`src/rtl/ahb_pkg.sv`:
```
// Shared AHB-Lite definitions: transfer types, response codes, and default
// parameter values used by the response multiplexer and its default slave.
package ahb_pkg;

  typedef enum logic [1:0] {
    HTRANS_IDLE   = 2'd0,
    HTRANS_BUSY   = 2'd1,
    HTRANS_NONSEQ = 2'd2,
    HTRANS_SEQ    = 2'd3
  } htrans_t;

  localparam logic HRESP_OKAY  = 1'b0;
  localparam logic HRESP_ERROR = 1'b1;

  localparam int DEF_SLAVES     = 4;
  localparam int DEF_DATA_WIDTH = 32;
  localparam int DEF_ERR_CNT_W  = 8;

  // Default-slave states; ERR1 is the wait cycle of the two-cycle ERROR.
  typedef enum logic [1:0] {
    DS_IDLE = 2'd0,
    DS_ERR1 = 2'd1,
    DS_ERR2 = 2'd2
  } ds_state_t;

endpackage

```
`src/rtl/ahb_resp_mux_if.sv`:
```
// Bus bundle between decoder/master and the slaves, as seen by the response
// multiplexer (slave modport) and by whatever drives it (master modport).
interface ahb_resp_mux_if import ahb_pkg::*; #(
  parameter int SLAVES     = DEF_SLAVES,
  parameter int DATA_WIDTH = DEF_DATA_WIDTH,
  parameter int SEL_W      = $clog2(SLAVES) + 1
);
  // A transfer is accepted on a rising edge where master_ready=1 and
  // htrans is NONSEQ/SEQ; master_ready=0 stalls both the address phase
  // (decoder_sel/htrans must hold) and the data phase of the current transfer.
  logic [SEL_W-1:0]      decoder_sel;
  logic [1:0]            htrans;
  logic [SLAVES-1:0]     slaves_ready;
  logic [SLAVES-1:0]     slaves_resp;
  logic [DATA_WIDTH-1:0] slaves_rdata [SLAVES];
  logic [SLAVES-1:0]     slaves_sel;
  logic                  master_ready;
  logic                  master_resp;
  logic [DATA_WIDTH-1:0] master_rdata;

  modport slave (
    input  decoder_sel, htrans, slaves_ready, slaves_resp, slaves_rdata,
    output slaves_sel, master_ready, master_resp, master_rdata
  );

  modport master (
    output decoder_sel, htrans, slaves_ready, slaves_resp, slaves_rdata,
    input  slaves_sel, master_ready, master_resp, master_rdata
  );

endinterface

```
`src/rtl/ahb_default_slave.sv`:
```
// Built-in default slave: answers unmapped NONSEQ/SEQ transfers with a
// two-cycle ERROR and counts each ERROR issued, saturating at the maximum.
module ahb_default_slave import ahb_pkg::*; #(
  parameter int ERR_CNT_W = DEF_ERR_CNT_W
) (
  input  logic                 clk,
  input  logic                 rstn,
  input  logic                 accept_unmapped_i,
  output logic                 ready_o,
  output logic                 resp_o,
  output logic [ERR_CNT_W-1:0] err_count_o,
  output ds_state_t            state_o
);

  ds_state_t            state_q, state_d;
  logic [ERR_CNT_W-1:0] cnt_q, cnt_d;

  always_ff @(posedge clk or negedge rstn) begin
    if (!rstn) begin
      state_q <= DS_IDLE;
      cnt_q   <= '0;
    end else begin
      state_q <= state_d;
      cnt_q   <= cnt_d;
    end
  end

  always_comb begin
    state_d = DS_IDLE;
    ready_o = 1'b1;
    resp_o  = HRESP_OKAY;
    cnt_d   = cnt_q;
    case (state_q)
      DS_IDLE: begin
        if (accept_unmapped_i) state_d = DS_ERR1;
      end
      DS_ERR1: begin
        ready_o = 1'b0;
        resp_o  = HRESP_ERROR;
        state_d = DS_ERR2;
      end
      DS_ERR2: begin
        resp_o = HRESP_ERROR;
        // The final ERROR cycle may overlap the next unmapped address phase.
        if (accept_unmapped_i) state_d = DS_ERR1;
        if (cnt_q != '1) cnt_d = cnt_q + 1'b1;
      end
      default: state_d = DS_IDLE;
    endcase
  end

  assign err_count_o = cnt_q;
  assign state_o     = state_q;

endmodule

```
`src/rtl/ahb_resp_mux.sv`:
```
// AHB-Lite response multiplexer: address-phase HSEL decode, registered
// data-phase select, and combinational routing of the selected response.
module ahb_resp_mux import ahb_pkg::*; #(
  parameter int SLAVES     = DEF_SLAVES,
  parameter int DATA_WIDTH = DEF_DATA_WIDTH,
  parameter int SEL_W      = $clog2(SLAVES) + 1,
  parameter int ERR_CNT_W  = DEF_ERR_CNT_W
) (
  input  logic                 clk,
  input  logic                 rstn,
  ahb_resp_mux_if.slave        bus,
  output logic [ERR_CNT_W-1:0] err_count,
  output ds_state_t            dbg_state_o
);

  localparam logic [SEL_W-1:0] SEL_UNMAPPED = SEL_W'(SLAVES);

  logic              trans_active;
  logic              sel_mapped;
  logic              accept_unmapped;
  logic [SLAVES-1:0] hsel;
  logic [SEL_W-1:0]  dsel_q, dsel_d;
  logic              dactive_q, dactive_d;
  logic              ds_ready, ds_resp;

  assign trans_active = (htrans_t'(bus.htrans) == HTRANS_NONSEQ) ||
                        (htrans_t'(bus.htrans) == HTRANS_SEQ);
  assign sel_mapped   = (bus.decoder_sel < SEL_UNMAPPED);

  always_comb begin
    hsel = '0;
    for (int i = 0; i < SLAVES; i++) begin
      hsel[i] = trans_active && (bus.decoder_sel == SEL_W'(i));
    end
  end
  assign bus.slaves_sel = hsel;

  // Data-phase select only advances when the current data phase completes.
  always_comb begin
    dsel_d    = dsel_q;
    dactive_d = dactive_q;
    if (bus.master_ready) begin
      dsel_d    = bus.decoder_sel;
      dactive_d = trans_active;
    end
  end

  always_ff @(posedge clk or negedge rstn) begin
    if (!rstn) begin
      dsel_q    <= SEL_UNMAPPED;
      dactive_q <= 1'b0;
    end else begin
      dsel_q    <= dsel_d;
      dactive_q <= dactive_d;
    end
  end

  assign accept_unmapped = bus.master_ready && trans_active && !sel_mapped;

  ahb_default_slave #(
    .ERR_CNT_W (ERR_CNT_W)
  ) u_default_slave (
    .clk               (clk),
    .rstn              (rstn),
    .accept_unmapped_i (accept_unmapped),
    .ready_o           (ds_ready),
    .resp_o            (ds_resp),
    .err_count_o       (err_count),
    .state_o           (dbg_state_o)
  );

  // Unmapped or idle data phases fall through to the default slave (rdata 0).
  always_comb begin
    bus.master_ready = ds_ready;
    bus.master_resp  = ds_resp;
    bus.master_rdata = '0;
    for (int i = 0; i < SLAVES; i++) begin
      if (dactive_q && (dsel_q == SEL_W'(i))) begin
        bus.master_ready = bus.slaves_ready[i];
        bus.master_resp  = bus.slaves_resp[i];
        bus.master_rdata = bus.slaves_rdata[i];
      end
    end
  end

endmodule

```
`src/flat_wrapper.sv`:
```
// flat-port wrapper written by rule: the top's interface ports become plain ports
module ahb_resp_mux_flat import ahb_pkg::*;
#(
  parameter int SLAVES     = DEF_SLAVES,
  parameter int DATA_WIDTH = DEF_DATA_WIDTH,
  parameter int SEL_W      = $clog2(SLAVES) + 1,
  parameter int ERR_CNT_W  = DEF_ERR_CNT_W
)
  (clk, rstn, err_count, dbg_state_o, bus_decoder_sel, bus_htrans, bus_slaves_ready, bus_slaves_resp, bus_slaves_rdata, bus_slaves_sel, bus_master_ready, bus_master_resp, bus_master_rdata);
  ahb_resp_mux_if #(.SLAVES(SLAVES), .DATA_WIDTH(DATA_WIDTH), .SEL_W(SEL_W)) bus_i ();
  input  logic clk;
  input  logic rstn;
  output logic [ERR_CNT_W-1:0] err_count;
  output ds_state_t dbg_state_o;
  input wire logic [$bits(bus_i.decoder_sel)-1:0] bus_decoder_sel;
  input wire logic [$bits(bus_i.htrans)-1:0] bus_htrans;
  input wire logic [$bits(bus_i.slaves_ready)-1:0] bus_slaves_ready;
  input wire logic [$bits(bus_i.slaves_resp)-1:0] bus_slaves_resp;
  input wire logic [$bits(bus_i.slaves_rdata)-1:0] bus_slaves_rdata;
  output wire logic [$bits(bus_i.slaves_sel)-1:0] bus_slaves_sel;
  output wire logic [$bits(bus_i.master_ready)-1:0] bus_master_ready;
  output wire logic [$bits(bus_i.master_resp)-1:0] bus_master_resp;
  output wire logic [$bits(bus_i.master_rdata)-1:0] bus_master_rdata;
  assign bus_i.decoder_sel = bus_decoder_sel;
  assign bus_i.htrans = bus_htrans;
  assign bus_i.slaves_ready = bus_slaves_ready;
  assign bus_i.slaves_resp = bus_slaves_resp;
  assign bus_i.slaves_rdata = {>>{bus_slaves_rdata}};
  assign bus_slaves_sel = bus_i.slaves_sel;
  assign bus_master_ready = bus_i.master_ready;
  assign bus_master_resp = bus_i.master_resp;
  assign bus_master_rdata = bus_i.master_rdata;
  ahb_resp_mux #(.SLAVES(SLAVES), .DATA_WIDTH(DATA_WIDTH), .SEL_W(SEL_W), .ERR_CNT_W(ERR_CNT_W)) u_core (.clk(clk), .rstn(rstn), .bus(bus_i), .err_count(err_count), .dbg_state_o(dbg_state_o));
endmodule
```
`config.mk`:
```
export PLATFORM = sky130hd
export DESIGN_NAME = ahb_resp_mux_flat
export DESIGN_NICKNAME = d
export VERILOG_FILES = /design/src/rtl/ahb_pkg.sv /design/src/rtl/ahb_resp_mux_if.sv /design/src/rtl/ahb_default_slave.sv /design/src/rtl/ahb_resp_mux.sv /design/src/flat_wrapper.sv
export SDC_FILE = /design/constraint.sdc
export NUM_CORES = 1
export LEC_CHECK = 0
export CAP_MARGIN = 15
export CORE_ASPECT_RATIO = 0.9
export CORE_MARGIN = 2
export CORE_UTILIZATION = 30
export DETAILED_ROUTE_END_ITERATION = 8
export PLACE_DENSITY_LB_ADDON = 0.1
export SETUP_SLACK_MARGIN = 0.05
export SLEW_MARGIN = 0
export SYNTH_ARGS = -nofsm -noshare
export SYNTH_HDL_FRONTEND = slang
export SYNTH_SLANG_ARGS = --single-unit
```
`constraint.sdc`:
```
create_clock -name clk -period 2 [get_ports clk]
set_input_delay 0.4 -clock clk [delete_from_list [all_inputs] [get_ports clk]]
set_output_delay 0.4 -clock clk [all_outputs]
set_load 0.02 [all_outputs]
```
==> metrics.txt <==
violated checks negative setup slack; crit path cell chain buf_12 > buf_4 > mux4_2 > and2_1 > buf_2; Net Count, Synth 316; largest delay contributor family on the critical path multiplexers; switching part of the total about two fifths; DR vias ~2200; CP endpoint kind output port; row count 27; measured slew at the worst slew-check pin 600 ps; boundary pin count between 150 and 200; max_cap viols 0; commonest non-fill, non-tap cell in the layout clkdlybuf4s50_1; Final Worst Setup Slack -165 ps; Min Hold Slack 521 ps; fin area about 4200 µm²; commonest cells after routing, fill and taps aside clkdlybuf4s50_1, mux4_2, buf_4; detailed placement HPWL 6.76 mm; DR WL/cell approximately 17 µm; total grt overflow 0; Port Buffers 189; Hold Fails Final Rpt 0; First-pass DRT Iterations 5; Mapped Cells 167; initial antenna violation count 0; hold_buf cts 0; die footprint between 7000 and 8000 µm²; final setup fails 32; P per Cell Area around 1100 nW/µm²; Switch Pwr roughly 1.9 mW; P&R area growth vs syn 117%; slowest stage cell, crit path mux4_2; Tmin final roughly 2200 ps; worst slack, placed -399 ps; vias per cell between 4 and 5; Tightest Hold Check Type flop to flop; Logic pwr share between 80% and 90%; crit path kind flop to output port; Pleak 1.77 nW; Yosys Warn Count 0; DRC 0; first-pass GRT wire length 11.9 mm; Slew Viols, Final 0; drt total wl between 8 and 9 mm; later-pin clock latency in the skew report ~240 ps; Root Driver clkbuf_8; VDD IR max approximately 0.00085 V; crit path max fanout 14; CTS tree yes; Max stage delay on crit path about 480 ps; top cell type's share of synthesized area 37.3%; TNS Setup -2940 ps; RSZ-0062 raised after global routing yes; core area 6180 µm²; largest net degree at the start of global routing 24; fin nets ~540; Power Internal about 2.8 mW; wire length on met1 approximately 3.2 mm; average size of a mapped cell roughly 12 µm²; synth unique cells 41; clock skew 8.14 ps; Arr. time, crit path between 1500 and 2000 ps; vias in the first global route ~2300; chip width slightly below 90 µm; Max-Slew Margin vs Limit between 50% and 60%; outcome finished, violations left; internal reg-to-reg setup slack between 300 and 400 ps; total power draw approximately 4.7 mW; layout cell share with drive strength beyond 1 around a third; final worst-path cycle share 108%; total CTS buffers 3; CTS max path bufs 2; DRT antenna net count 0; flops & latches, synth 14; f_max between 400 and 500 MHz; top post-synthesis cells by area mux4_2, dfrtp_1, and2_1, ha_1, buf_12; gp weighted congestion about 0.85; total track usage 21.8%; placed inst area around 4100 µm²; sequential share of power 10.9%; sequential cell area fraction in the yosys report about 18%; Top Metal Used met4; Crit path required time roughly 1600 ps; Worst-path clk slew 60 ps; post-synth top area cell mux4_2; H-tree depth 1; Sinks on Clock Net 14; diode count 0; Mapped Area between 1500 and 2000 µm²; Starting Density a little under a third; CP bufs+invs 3; WL met2 between 4 and 5 mm; die extent in y 80.1 µm; CP startpoint kind flop; WL met3 604 µm; DRT iter0 DRCs 32; clock power share ~4.7%
## final cells by class
type | instances | area (µm²)
fillers | 497 | 2000
clock buffers | 4 | 45.0
repair buffers | 226 | 2140
flip-flops and latches | 14 | 353
inverters | 4 | 15.0
well taps | 87 | 109
multi-input cells | 137 | 1520
## registers in the layout (all words and copies together), names as in the netlist
| name | flops |
|---|---|
| u_core.u_default_slave.err_count_o | 8 |
| u_core.dsel_q | 3 |
| u_core.u_default_slave.state_o | 2 |
| u_core.dactive_q | 1 |
## metal layers
layer / vias up / global-route usage, %
met4: 0 / 5.76
met3: 16 / 4.11
met2: 91 / 40.3
met1: 1052 / 25.6
met5: - / 0
li1: 1085 / -
## stage by stage
step / instances / utilization [%]
finish: 472 / 67.7
global route: 472 / 67.7
CTS: 459 / 65.2
detailed placement: 455 / 65.6
global placement: 455 / 65.6
floorplan: 167 / -
## power groups by stage
stage	sequential, mW	combinational, mW	clock [mW]
floorplan	0.554	2.16	0
global placement	0.503	3.71	0
detailed placement	0.506	3.73	0
CTS	0.513	3.63	0.233
global route	0.528	4.27	0.248
finish	0.514	3.99	0.224
## cells by family (layout without fill, tap and decap cells)
kind of cell	after synthesis	in the layout	share of synthesized area (%)
simple gates	69	69	21.7
mux	39	39	41.3
compound gates	18	18	6.93
buf+inv	16	234	5.70
flops	14	14	18.2
fa+ha+maj	6	6	3.89
xor+xnor	5	5	2.27
## synth_stat cells
library cell,count
and2b_1,2
nand4_2,1
o211ai_1,3
dfstp_2,1
o21a_1,1
buf_6,1
o21ai_2,1
buf_2,5
o21ai_1,1
nand2_1,8
buf_12,2
and3_1,2
and3b_1,3
a31oi_1,1
nor2_1,4
nand3_1,5
a211oi_1,2
o21ai_0,3
a21oi_1,1
and2_1,32
a211oi_2,1
nor3b_1,1
mux2i_1,4
inv_1,4
a32oi_1,1
xor2_1,1
o31a_1,1
nor3b_2,1
mux2_2,2
a41o_1,1
nor2b_1,3
ha_1,6
clkbuf_1,3
dfrtp_1,13
mux2_4,1
a2bb2oi_1,1
mux4_2,32
xnor2_1,4
nand2b_1,3
buf_4,1
nand4_1,4
## worst paths after layout
kind,start,endpoint,depth (start not counted)
worst max-delay path,u_core.dsel_q[0],bus_master_rdata[7],5
worst min-delay path,u_core.u_default_slave.err_count_o[5],u_core.u_default_slave.err_count_o[5],1
worst max register to register,u_core.dsel_q[1],u_core.dsel_q[0],5
worst min register to register,u_core.u_default_slave.err_count_o[5],u_core.u_default_slave.err_count_o[5],1
max in group asynchronous,rstn,u_core.dsel_q[0],1
min in group asynchronous,rstn,u_core.u_default_slave.err_count_o[5],1
## repair_timing
action | 4_1_cts | 5_1_grt
buffers inserted | 0 | 12
setup endpoints to repair | 38 | 38
resized for setup | 155 | 43
cloned | 0 | 1
(Power assumes the default switching activity.)
